## config.mk

```make
export PLATFORM = sky130hd
export DESIGN_NAME = rob_commit_unit_flat
export DESIGN_NICKNAME = d
export VERILOG_FILES = /design/src/rtl/rob_commit_unit_if.sv /design/src/rtl/rob_commit_unit.sv /design/src/flat_wrapper.sv
export SDC_FILE = /design/constraint.sdc
export NUM_CORES = 2
export LEC_CHECK = 0
export BUFFER_PORTS_ARGS = -buffer_cell sky130_fd_sc_hd__buf_2
export CAP_MARGIN = 40
export CORE_MARGIN = 1.5
export CORE_UTILIZATION = 30
export CTS_CLUSTER_DIAMETER = 50
export CTS_CLUSTER_SIZE = 14
export DETAILED_ROUTE_END_ITERATION = 7
export SKIP_CTS_REPAIR_TIMING = 1
export SYNTH_ARGS = -nofsm -noshare
export SYNTH_HDL_FRONTEND = slang
export SYNTH_SLANG_ARGS = --single-unit
export TNS_END_PERCENT = 5
```

## constraint.sdc

```tcl
create_clock -name clk -period 13 [get_ports clk]
set_input_delay 2.6 -clock clk [delete_from_list [all_inputs] [get_ports clk]]
set_output_delay 2.6 -clock clk [all_outputs]
set_load 0.005 [all_outputs]
```

## src/rtl/rob_commit_unit_if.sv

```systemverilog
`default_nettype none
// ============================================================================
//  Module      : rob_commit_unit_if
//  Description : Bundle of the decode-issue, operand-query, common-data-bus
//                and commit signals seen by the reorder buffer.
//                slave  modport : the reorder buffer itself.
//                master modport : the surrounding pipeline (decode, ALU, LSB,
//                                 register file).
//  Ports       : out_decode_freetag / in_decode_destination / in_decode_op
//                in_fetch_tag1/2 -> out_fetch_value1/2, out_fetch_ready1/2
//                in_alu_cdb_tag/value, in_lsb_cdb_tag/value
//                out_reg_commit_dest/value/tag, out_lsb_commit_tag, out_full
//  Revision    : 1.0  initial release
// ============================================================================
interface rob_commit_unit_if #(
    parameter int TAG_W = 4,
    parameter int OP_W  = 6
);
    logic [TAG_W-1:0] out_decode_freetag;
    logic [31:0]      in_decode_destination;
    logic [OP_W-1:0]  in_decode_op;

    logic [TAG_W-1:0] in_fetch_tag1;
    logic [31:0]      out_fetch_value1;
    logic             out_fetch_ready1;
    logic [TAG_W-1:0] in_fetch_tag2;
    logic [31:0]      out_fetch_value2;
    logic             out_fetch_ready2;

    logic [TAG_W-1:0] in_alu_cdb_tag;
    logic [31:0]      in_alu_cdb_value;
    logic [TAG_W-1:0] in_lsb_cdb_tag;
    logic [31:0]      in_lsb_cdb_value;

    logic [4:0]       out_reg_commit_dest;
    logic [31:0]      out_reg_commit_value;
    logic [TAG_W-1:0] out_reg_commit_tag;
    logic [TAG_W-1:0] out_lsb_commit_tag;
    logic             out_full;

    modport slave (
        output out_decode_freetag,
        input  in_decode_destination,
        input  in_decode_op,
        input  in_fetch_tag1,
        output out_fetch_value1,
        output out_fetch_ready1,
        input  in_fetch_tag2,
        output out_fetch_value2,
        output out_fetch_ready2,
        input  in_alu_cdb_tag,
        input  in_alu_cdb_value,
        input  in_lsb_cdb_tag,
        input  in_lsb_cdb_value,
        output out_reg_commit_dest,
        output out_reg_commit_value,
        output out_reg_commit_tag,
        output out_lsb_commit_tag,
        output out_full
    );

    modport master (
        input  out_decode_freetag,
        output in_decode_destination,
        output in_decode_op,
        output in_fetch_tag1,
        input  out_fetch_value1,
        input  out_fetch_ready1,
        output in_fetch_tag2,
        input  out_fetch_value2,
        input  out_fetch_ready2,
        output in_alu_cdb_tag,
        output in_alu_cdb_value,
        output in_lsb_cdb_tag,
        output in_lsb_cdb_value,
        input  out_reg_commit_dest,
        input  out_reg_commit_value,
        input  out_reg_commit_tag,
        input  out_lsb_commit_tag,
        input  out_full
    );
endinterface
`default_nettype wire

```

## src/rtl/rob_commit_unit.sv

```systemverilog
`default_nettype none
// ============================================================================
//  Module      : rob_commit_unit
//  Description : Reorder buffer. Hands decode a free tag, records issued
//                entries, captures ALU/LSB results, answers operand queries
//                with CDB bypass, and retires one entry per cycle in program
//                order to the register file or (stores) to the LSB.
//  Ports       : clk, rst (sync, active-high), rdy (global enable)
//                rob : rob_commit_unit_if.slave (issue, query, CDB, commit)
//  Revision    : 1.0  initial release
// ============================================================================
module rob_commit_unit #(
    parameter int ROB_DEPTH = 15,
    parameter int TAG_W     = 4,
    parameter int OP_W      = 6
) (
    input  wire logic        clk,
    input  wire logic        rst,
    input  wire logic        rdy,
    rob_commit_unit_if.slave rob
);

    // Opcode encodings shared with decode.
    localparam logic [OP_W-1:0] c_op_nop = OP_W'(0);
    localparam logic [OP_W-1:0] c_op_sb  = OP_W'(20);
    localparam logic [OP_W-1:0] c_op_sh  = OP_W'(21);
    localparam logic [OP_W-1:0] c_op_sw  = OP_W'(22);

    // Storage covers every encodable tag so any tag indexes safely; slots
    // 0 and above ROB_DEPTH are never issued into and stay idle.
    localparam int               c_slots = 2**TAG_W;
    localparam logic [TAG_W-1:0] c_depth = TAG_W'(ROB_DEPTH);
    localparam logic [TAG_W-1:0] c_one   = TAG_W'(1);

    logic [c_slots-1:0] r_busy;
    logic [c_slots-1:0] r_ready;
    logic [4:0]         r_dest  [c_slots];
    logic [OP_W-1:0]    r_op    [c_slots];
    logic [31:0]        r_value [c_slots];

    logic [TAG_W-1:0] r_head;
    logic [TAG_W-1:0] r_tail;
    logic [TAG_W-1:0] r_count;

    logic [4:0]       r_reg_commit_dest;
    logic [31:0]      r_reg_commit_value;
    logic [TAG_W-1:0] r_reg_commit_tag;
    logic [TAG_W-1:0] r_lsb_commit_tag;

    logic             w_full;
    logic             w_issue;
    logic             w_commit;
    logic             w_head_is_store;
    logic [TAG_W-1:0] w_alu_tag;
    logic [31:0]      w_alu_val;
    logic [TAG_W-1:0] w_lsb_tag;
    logic [31:0]      w_lsb_val;
    logic [32:0]      w_q1;
    logic [32:0]      w_q2;
    logic [26:0]      w_unused_dest;

    // Tags run 1..ROB_DEPTH; 0 is reserved for "no tag".
    function automatic logic [TAG_W-1:0] f_next(input logic [TAG_W-1:0] p);
        return (p == c_depth) ? c_one : p + c_one;
    endfunction

    // Returns {ready, value} for an operand query; live CDB results bypass
    // the stored copy so decode sees them in the cycle they are broadcast.
    function automatic logic [32:0] f_query(input logic [TAG_W-1:0] tag);
        logic [32:0] res;
        res = 33'd0;
        if (tag == '0)
            res = 33'd0;
        else if (tag == w_alu_tag)
            res = {1'b1, w_alu_val};
        else if (tag == w_lsb_tag)
            res = {1'b1, w_lsb_val};
        else if (r_busy[tag] && r_ready[tag])
            res = {1'b1, r_value[tag]};
        return res;
    endfunction

    assign w_alu_tag     = rob.in_alu_cdb_tag;
    assign w_alu_val     = rob.in_alu_cdb_value;
    assign w_lsb_tag     = rob.in_lsb_cdb_tag;
    assign w_lsb_val     = rob.in_lsb_cdb_value;
    assign w_unused_dest = rob.in_decode_destination[31:5];

    assign w_full          = (r_count == c_depth);
    assign w_issue         = rdy && (rob.in_decode_op != c_op_nop) && !w_full;
    assign w_commit        = rdy && r_busy[r_head] && r_ready[r_head];
    assign w_head_is_store = (r_op[r_head] == c_op_sb) || (r_op[r_head] == c_op_sh)
                          || (r_op[r_head] == c_op_sw);

    always_comb begin
        w_q1 = f_query(rob.in_fetch_tag1);
        w_q2 = f_query(rob.in_fetch_tag2);
    end

    assign rob.out_decode_freetag   = w_full ? '0 : r_tail;
    assign rob.out_full             = w_full;
    assign rob.out_fetch_ready1     = w_q1[32];
    assign rob.out_fetch_value1     = w_q1[31:0];
    assign rob.out_fetch_ready2     = w_q2[32];
    assign rob.out_fetch_value2     = w_q2[31:0];
    assign rob.out_reg_commit_dest  = r_reg_commit_dest;
    assign rob.out_reg_commit_value = r_reg_commit_value;
    assign rob.out_reg_commit_tag   = r_reg_commit_tag;
    assign rob.out_lsb_commit_tag   = r_lsb_commit_tag;

    // Pointers and occupancy.
    always_ff @(posedge clk) begin
        if (rst) begin
            r_head  <= c_one;
            r_tail  <= c_one;
            r_count <= '0;
        end else begin
            if (w_issue)
                r_tail <= f_next(r_tail);
            if (w_commit)
                r_head <= f_next(r_head);
            if (w_issue && !w_commit)
                r_count <= r_count + c_one;
            else if (!w_issue && w_commit)
                r_count <= r_count - c_one;
        end
    end

    // Entry status. Captures only hit entries busy at the start of the
    // cycle, so the slot being issued this cycle cannot be marked ready.
    // LSB is applied after ALU so it wins on a (illegal) shared tag; the
    // commit clear comes last so a stray late capture on the retiring head
    // cannot leave a stale ready bit behind.
    always_ff @(posedge clk) begin
        if (rst) begin
            r_busy  <= '0;
            r_ready <= '0;
        end else if (rdy) begin
            if (w_issue) begin
                r_busy[r_tail]  <= 1'b1;
                r_ready[r_tail] <= 1'b0;
            end
            if (w_alu_tag != '0 && r_busy[w_alu_tag])
                r_ready[w_alu_tag] <= 1'b1;
            if (w_lsb_tag != '0 && r_busy[w_lsb_tag])
                r_ready[w_lsb_tag] <= 1'b1;
            if (w_commit) begin
                r_busy[r_head]  <= 1'b0;
                r_ready[r_head] <= 1'b0;
            end
        end
    end

    // Entry payload; gated by the status bits, so no reset is needed.
    always_ff @(posedge clk) begin
        if (!rst && rdy) begin
            if (w_issue) begin
                r_dest[r_tail] <= rob.in_decode_destination[4:0];
                r_op[r_tail]   <= rob.in_decode_op;
            end
            if (w_alu_tag != '0 && r_busy[w_alu_tag])
                r_value[w_alu_tag] <= w_alu_val;
            if (w_lsb_tag != '0 && r_busy[w_lsb_tag])
                r_value[w_lsb_tag] <= w_lsb_val;
        end
    end

    // Registered one-cycle commit pulses; idle (and rdy low) drives zeros.
    always_ff @(posedge clk) begin
        if (rst || !w_commit) begin
            r_reg_commit_dest  <= '0;
            r_reg_commit_value <= '0;
            r_reg_commit_tag   <= '0;
            r_lsb_commit_tag   <= '0;
        end else if (w_head_is_store) begin
            r_reg_commit_dest  <= '0;
            r_reg_commit_value <= '0;
            r_reg_commit_tag   <= '0;
            r_lsb_commit_tag   <= r_head;
        end else begin
            r_reg_commit_dest  <= r_dest[r_head];
            r_reg_commit_value <= r_value[r_head];
            r_reg_commit_tag   <= r_head;
            r_lsb_commit_tag   <= '0;
        end
    end

    // Both CDBs broadcasting the same tag in one cycle is a pipeline bug.
    always_ff @(posedge clk) begin
        if (!rst && rdy && w_alu_tag != '0)
            assert (w_alu_tag != w_lsb_tag);
    end

endmodule
`default_nettype wire

```

## src/flat_wrapper.sv

```systemverilog
// flat-port wrapper written by rule: the top's interface ports become plain ports
module rob_commit_unit_flat 
#(
    parameter int ROB_DEPTH = 15,
    parameter int TAG_W     = 4,
    parameter int OP_W      = 6
)
  (clk, rst, rdy, rob_out_decode_freetag, rob_in_decode_destination, rob_in_decode_op, rob_in_fetch_tag1, rob_out_fetch_value1, rob_out_fetch_ready1, rob_in_fetch_tag2, rob_out_fetch_value2, rob_out_fetch_ready2, rob_in_alu_cdb_tag, rob_in_alu_cdb_value, rob_in_lsb_cdb_tag, rob_in_lsb_cdb_value, rob_out_reg_commit_dest, rob_out_reg_commit_value, rob_out_reg_commit_tag, rob_out_lsb_commit_tag, rob_out_full);
  rob_commit_unit_if #(.TAG_W(TAG_W), .OP_W(OP_W)) rob_i ();
  input  wire logic clk;
  input  wire logic rst;
  input  wire logic rdy;
  output wire logic [$bits(rob_i.out_decode_freetag)-1:0] rob_out_decode_freetag;
  input wire logic [$bits(rob_i.in_decode_destination)-1:0] rob_in_decode_destination;
  input wire logic [$bits(rob_i.in_decode_op)-1:0] rob_in_decode_op;
  input wire logic [$bits(rob_i.in_fetch_tag1)-1:0] rob_in_fetch_tag1;
  output wire logic [$bits(rob_i.out_fetch_value1)-1:0] rob_out_fetch_value1;
  output wire logic [$bits(rob_i.out_fetch_ready1)-1:0] rob_out_fetch_ready1;
  input wire logic [$bits(rob_i.in_fetch_tag2)-1:0] rob_in_fetch_tag2;
  output wire logic [$bits(rob_i.out_fetch_value2)-1:0] rob_out_fetch_value2;
  output wire logic [$bits(rob_i.out_fetch_ready2)-1:0] rob_out_fetch_ready2;
  input wire logic [$bits(rob_i.in_alu_cdb_tag)-1:0] rob_in_alu_cdb_tag;
  input wire logic [$bits(rob_i.in_alu_cdb_value)-1:0] rob_in_alu_cdb_value;
  input wire logic [$bits(rob_i.in_lsb_cdb_tag)-1:0] rob_in_lsb_cdb_tag;
  input wire logic [$bits(rob_i.in_lsb_cdb_value)-1:0] rob_in_lsb_cdb_value;
  output wire logic [$bits(rob_i.out_reg_commit_dest)-1:0] rob_out_reg_commit_dest;
  output wire logic [$bits(rob_i.out_reg_commit_value)-1:0] rob_out_reg_commit_value;
  output wire logic [$bits(rob_i.out_reg_commit_tag)-1:0] rob_out_reg_commit_tag;
  output wire logic [$bits(rob_i.out_lsb_commit_tag)-1:0] rob_out_lsb_commit_tag;
  output wire logic [$bits(rob_i.out_full)-1:0] rob_out_full;
  assign rob_out_decode_freetag = rob_i.out_decode_freetag;
  assign rob_i.in_decode_destination = rob_in_decode_destination;
  assign rob_i.in_decode_op = rob_in_decode_op;
  assign rob_i.in_fetch_tag1 = rob_in_fetch_tag1;
  assign rob_out_fetch_value1 = rob_i.out_fetch_value1;
  assign rob_out_fetch_ready1 = rob_i.out_fetch_ready1;
  assign rob_i.in_fetch_tag2 = rob_in_fetch_tag2;
  assign rob_out_fetch_value2 = rob_i.out_fetch_value2;
  assign rob_out_fetch_ready2 = rob_i.out_fetch_ready2;
  assign rob_i.in_alu_cdb_tag = rob_in_alu_cdb_tag;
  assign rob_i.in_alu_cdb_value = rob_in_alu_cdb_value;
  assign rob_i.in_lsb_cdb_tag = rob_in_lsb_cdb_tag;
  assign rob_i.in_lsb_cdb_value = rob_in_lsb_cdb_value;
  assign rob_out_reg_commit_dest = rob_i.out_reg_commit_dest;
  assign rob_out_reg_commit_value = rob_i.out_reg_commit_value;
  assign rob_out_reg_commit_tag = rob_i.out_reg_commit_tag;
  assign rob_out_lsb_commit_tag = rob_i.out_lsb_commit_tag;
  assign rob_out_full = rob_i.out_full;
  rob_commit_unit #(.ROB_DEPTH(ROB_DEPTH), .TAG_W(TAG_W), .OP_W(OP_W)) u_core (.clk(clk), .rst(rst), .rdy(rdy), .rob(rob_i));
endmodule
```

After elaboration in Yosys (flattened, before gate mapping)
Memory sizes are Yosys's and may differ from the RTL's. A register that Yosys moved wholly into a read port is not among the register bits.
Cells that the tools add are included.
{"block": "word_totals", "ff_bits": 52, "ramBits": 688, "input_bits": 121, "output_inout_bits": 116, "word_cells": 135, "memories": 3}
{"block": "classes", "n_addsub": 4, "n_lt_le_gt_ge": 10, "n_eq_ne": 10, "n_mux": 62, "n_bitwise": 9, "reduce_logical": 30}
{"memory": "u_core.r_value", "words": 16, "width": 32, "read_ports": 3, "rd_clocked_by_memory_dff": 1, "write_ports": 2, "line_no": "rob_commit_unit.sv:39", "rtl": "logic [31:0] r_value [c_slots];"}
{"memory": "u_core.r_op", "words": 16, "width": 6, "read_ports": 1, "rd_clocked_by_memory_dff": 1, "write_ports": 1, "line_no": "rob_commit_unit.sv:38", "rtl": "logic [OP_W-1:0] r_op [c_slots];"}
{"memory": "u_core.r_dest", "words": 16, "width": 5, "read_ports": 1, "rd_clocked_by_memory_dff": 1, "write_ports": 1, "line_no": "rob_commit_unit.sv:37", "rtl": "logic [4:0] r_dest [c_slots];"}
{"op": "$mux W33", "count": 8}
{"op": "$mux W16", "count": 14}
{"op": "$and A16 B16 Y16", "count": 3}
{"op": "$or A16 B16 Y16", "count": 3}
{"op": "$bmux W1 S4", "count": 8}
{"op": "$not A16 Y16", "count": 2}
{"op": "$lt A4 B5 Y1 const B", "count": 6}
{"op": "$mux W4", "count": 7}
{"op": "$mux W1", "count": 21}
{"op": "$eq A6 B5 Y1 const B", "count": 3}
{"op": "$demux W1 S4", "count": 4}
{"op": "$eq A4 B4 Y1", "count": 4}
{"op": "$ge A4 B1 Y1 const B", "count": 4}
{"op": "$logic_and A1 B1 Y1", "count": 15}
{"op": "$add A4 B1 Y4 const B", "count": 3}
{"op": "$eq A4 B4 Y1 const B", "count": 3}
{"op": "$logic_not A4 Y1", "count": 2}
{"op": "$reduce_bool A4 Y1", "count": 2}
{"op": "$reduce_bool A6 Y1", "count": 1}
{"op": "$logic_not A1 Y1", "count": 4}
{"op": "$reduce_or A2 Y1", "count": 2}
{"op": "$sub A4 B1 Y4 const B", "count": 1}
{"op": "$logic_or A1 B1 Y1", "count": 3}
{"op": "$reduce_bool A2 Y1", "count": 1}
{"op": "$not A1 Y1", "count": 1}

Depth between registers and ports, before layout
{"block": "depth", "word_depth": 19, "mapped_depth": 17, "depth_no_buf": 14}

Least setup slack after synthesis
OpenSTA, ideal clock, no wires.
{"block": "synth_timing", "kind": "input-to-output", "startpoint": "input rob_in_fetch_tag2[0]", "endpoint": "output rob_out_fetch_value2[12]", "arrival_ns": 4.514, "path_slack_ns": 5.886, "path_stages": 7, "n_path_buf": 3, "path_cell_list": "buf_2 > buf_2 > buf_2 > mux4_2 > mux4_2 > inv_1 > o21ai_0"}
{"block": "synth_between", "elab_chain_cells": 7, "word_cells_on_any_way": 13, "classes_between": "eq/ne (2); mux (8); reduce/logical (2); memory (1)"}
{"item": "start: declaration", "line_no": "flat_wrapper.sv:19", "rtl": "input wire logic [$bits(rob_i.in_fetch_tag2)-1:0] rob_in_fetch_tag2;"}
{"item": "$bmux W1 S4", "line_no": "rob_commit_unit.sv:78", "rtl": "else if (r_busy[tag] && r_ready[tag])"}
{"item": "$mux W1 (not written as such)", "line_no": "rob_commit_unit.sv:78"}
{"item": "$logic_and A1 B1 Y1", "line_no": "rob_commit_unit.sv:78"}
{"item": "$mux W33", "line_no": "rob_commit_unit.sv:78"}
{"item": "$mux W33", "line_no": "rob_commit_unit.sv:76", "rtl": "else if (tag == w_lsb_tag)"}
{"item": "$mux W33", "line_no": "rob_commit_unit.sv:74", "rtl": "else if (tag == w_alu_tag)"}
{"item": "$mux W33 (*)", "line_no": "rob_commit_unit.sv:72", "rtl": "if (tag == '0)"}
{"item": "end: declaration", "line_no": "flat_wrapper.sv:20", "rtl": "output wire logic [$bits(rob_i.out_fetch_value2)-1:0] rob_out_fetch_value2;"}
Every way passes the cells marked *; elsewhere a longest branch is shown, timed or not. The select of a mux whose other input is x is not followed.

Worst setup path in the final report
{"block": "layout_timing", "startpoint": "input rob_in_fetch_tag2[1]", "endpoint": "output rob_out_fetch_value2[31]"}
The elaborated chain is that of the path after synthesis.

==> impl_metrics.py <==
metrics = {
    "status": {
        "status": "completed",
    },
    "critical_path": {
        "rrSetupSlack_ns": 8.33,
        "end_kind": "output port",
        "path_depth": 9,
        "required_ns": 10.40,
        "start_kind": "input pin",
        "cp_max_fo": 47,
        "reg2regPathDepth": 8,
        "arrival_ns": 6.08,
        "critPathLaunch": "rob_in_fetch_tag2[1]",
        "r2r_end": "u_core.rob.out_reg_commit_value[22]",
        "crit_slowest_cell": "or3_2",
        "worst-path-buf-inv": 4,
        "cp_top_family": "buffers and inverters",
        "crit_chain": "buf_6 > buf_4 > mux4_2 > nand3b_1 > nand4_1 > or3_2 > buf_12 > o21ai_0 > buf_2",
        "rr_startpoint": "u_core.r_head[0]",
        "cp_slowest_stage_delay_ns": 0.80,
        "path_class": "in -> out",
        "endpoint": "rob_out_fetch_value2[31]",
    },
    "placement": {
        "hpwlAfterDp_um": 91800,
        "place_area_mm2": 0.0485,
        "portBuffers": 209,
        "gp_congestion": 0.849,
    },
    "logic_synthesis": {
        "synth_top_area_share_pct": 45.9,
        "synthArstFlopShare_pct": 0,
        "synth_cells": 2823,
        "synth-seq-cells": 781,
        "synth_area_mm2": 0.0450,
        "yosysUniqueCellTypes": 62,
        "synth_edf_count": 688,
        "synth.most_common_cell": "edfxtp_1",
        "ys.flop_type": "edfxtp_1",
        "ys_seq_area_share_pct": 50.1,
        "ys_top_cells_by_area": "edfxtp_1 46%, mux4_2 24%, mux2_2 12%, dfxtp_1 4.1%, clkbuf_1 1.6%",
        "yosys-top-cells-count": "688 x edfxtp_1, 486 x mux4_2, 481 x mux2_2, 194 x clkbuf_1, 93 x dfxtp_1",
        "yosysWarningCount": 0,
        "syn_area_per_cell_um2": 15.9,
        "synth_top_area_cell": "edfxtp_1",
    },
    "timing": {
        "holdWs_ns": 0.471,
        "finalMaxSlewViolations": 0,
        "setup_viol": 0,
        "finalSetupTns_ns": 0,
        "timing.slew.headroom_pct": 24.3,
        "finClkSkew_ns": 0.0579,
        "grt_setup_unrepaired": "false",
        "hold_violations": 0,
        "finalCritPeriodShare_pct": 66.8,
        "fin_crit_ns": 8.68,
        "worst_pin_slew_ns": 1.14,
        "max_freq_mhz": 115,
    },
    "global_routing": {
        "grt_first_pass_wirelength_um": 222000,
        "grt_pass1_vias": 29430,
        "grt_max_degree": 127,
        "grt.overflow.total": 0,
        "antenna_found_initial": 23,
        "grt_usage_pct": 20.3,
    },
    "cells_and_area": {
        "syn2layout_area_growth_pct": 15.2,
        "multiInputGateArea_mm2": 0.0211,
        "nets": 3054,
        "fillers": 14134,
        "final-seq-area_mm2": 0.0225,
        "final_area_mm2": 0.0518,
        "drive_gt1_share_pct": 50.3,
    },
    "floorplanning": {
        "ioPinCount": 237,
        "die_width_um": 390,
        "rows": 141,
        "die_h_um": 390,
        "dieArea_mm2": 0.152,
        "core_mm2": 0.148,
        "initial_core_util_pct": 30.3,
    },
    "clock_network": {
        "cts.sinks": 781,
        "clk_pin_slew_ns": 0.06,
        "cts_root_buf": "clkbuf_16",
        "numCtsBuffers": 94,
        "clock_latency_ns": 0.70,
        "tritoncts": "yes",
        "h-tree-depth": 3,
        "cts.path.max_buffers": 3,
    },
    "power_and_ir_drop": {
        "ir_drop_uv": 97.0,
        "powerDensity_mw_per_mm2": 118,
        "p_leak_nw": 17.1,
    },
    "route": {
        "vias": 29388,
        "drc_errors": 0,
        "antenna_left": 0,
        "drt-pass1-iter-count": 6,
        "drtIter0Drc": 4083,
        "wl_um": 157000,
        "vias_per_cell": 5.87,
        "wl_per_cell_um": 31.4,
    },
    "flow_run": {
        "max_cap_violations": 0,
    },
    "worst_hold_path": {
        "worstHoldPathType": "reg -> reg",
    },
}
==> where the power goes <==
group	internal, W	switching (W)
sequential	0.00274	0.0000128
combinational	0.000246	0.000316
clock	0.00161	0.00117
==> sequential cells by signal, indices dropped and copies added (netlist names), named ones only <==
| signal | count |
|---|---|
| u_core.rob.out_reg_commit_tag | 4 |
| u_core.r_count | 4 |
| u_core.rob.out_reg_commit_value | 32 |
| u_core.r_busy | 16 |
| u_core.r_op | 96 |
| u_core.r_dest | 80 |
| u_core.r_tail | 4 |
| u_core.r_ready | 16 |
| u_core.rob.out_lsb_commit_tag | 4 |
| u_core.rob.out_reg_commit_dest | 5 |
| u_core.r_head | 4 |
| u_core.r_value | 512 |
==> how the worst min path moves through the flow <==
stage / from / endpoint / slack [ns] / cells after the start
5_1_grt: u_core.r_ready[0] / u_core.r_ready[0] / 0.50 / 2
3_5_place_dp: u_core.r_ready[0] / u_core.r_ready[0] / 0.46 / 2
4_1_cts: u_core.r_ready[0] / u_core.r_ready[0] / 0.47 / 2
3_3_place_gp: u_core.r_ready[0] / u_core.r_ready[0] / 0.46 / 2
2_1_floorplan: u_core.r_ready[0] / u_core.r_ready[0] / 0.43 / 2
6_report: u_core.r_ready[0] / u_core.r_ready[0] / 0.47 / 2
==> layout make-up <==
cell class / count / area share (%)
diodes: 1 / 0.00483
clock buffers: 111 / 4.82
multi-input cells: 1658 / 40.7
inverters: 81 / 0.592
clock inverters: 64 / 1.52
well taps: 2002 / 4.83
repair buffers: 305 / 4.01
flip-flops and latches: 781 / 43.5
==> metrics by stage <==
| step | std cells | worst slack [ns] | util (%) | power (W) |
|---|---|---|---|---|
| 6_report | 5003 | 4.32 | 34.9 | 0.00610 |
| 5_1_grt | 5002 | 4.13 | 34.9 | 0.00627 |
| 4_1_cts | 5002 | 4.13 | 34.9 | 0.00615 |
| 3_5_place_dp | 4827 | 4.12 | 32.7 | 0.00337 |
| 3_3_place_gp | 4789 | 4.04 | 32.3 | 0.00336 |
| 2_1_floorplan | 2854 | 5.89 | - | 0.00316 |
==> routing by layer <==
metal	vias up	wire, µm	track usage [%]
met3	314	14100	3.68
met1	15519	63700	27.8
met5	-	84	0
met4	14	5360	6.98
met2	1620	73600	32.4
li1	11921	-	-
==> layout by cell type, fill, tap and decap left out, types with 21 or more instances in the layout <==
cell type	Yosys	routed
a22o_1	38	38
inv_1	77	77
mux2_2	481	481
buf_4	3	74
clkbuf_16	0	96
edfxtp_1	688	688
conb_1	1	32
nor4_1	46	46
a311oi_1	21	21
o21ai_0	47	40
buf_2	90	203
a221oi_1	39	39
dfxtp_1	93	91
a21oi_1	36	36
o21ai_2	30	30
nor2_1	54	49
a22oi_1	71	71
nand2_1	65	48
mux4_2	486	486
==> worst register-to-register path: stages (launching register included) <==
cell	delay, ns
dfxtp_4	0.51
buf_4	0.66
buf_4	0.77
buf_4	0.56
buf_12	0.29
mux4_2	0.56
a22o_1	0.26
a221oi_1	0.68
nor4_1	0.17
==> kinds of logic after synthesis <==
logic type,count (synthesis),share of synthesized area [%]
compound gates,349,5.69
fa+ha+maj,12,0.350
simple gates,266,3.08
buf+inv,415,3.81
xor+xnor,22,0.428
mux,977,36.6
other cells,1,0.00833
flops,781,50.1
Note: power is estimated with default switching activity, not from simulation.
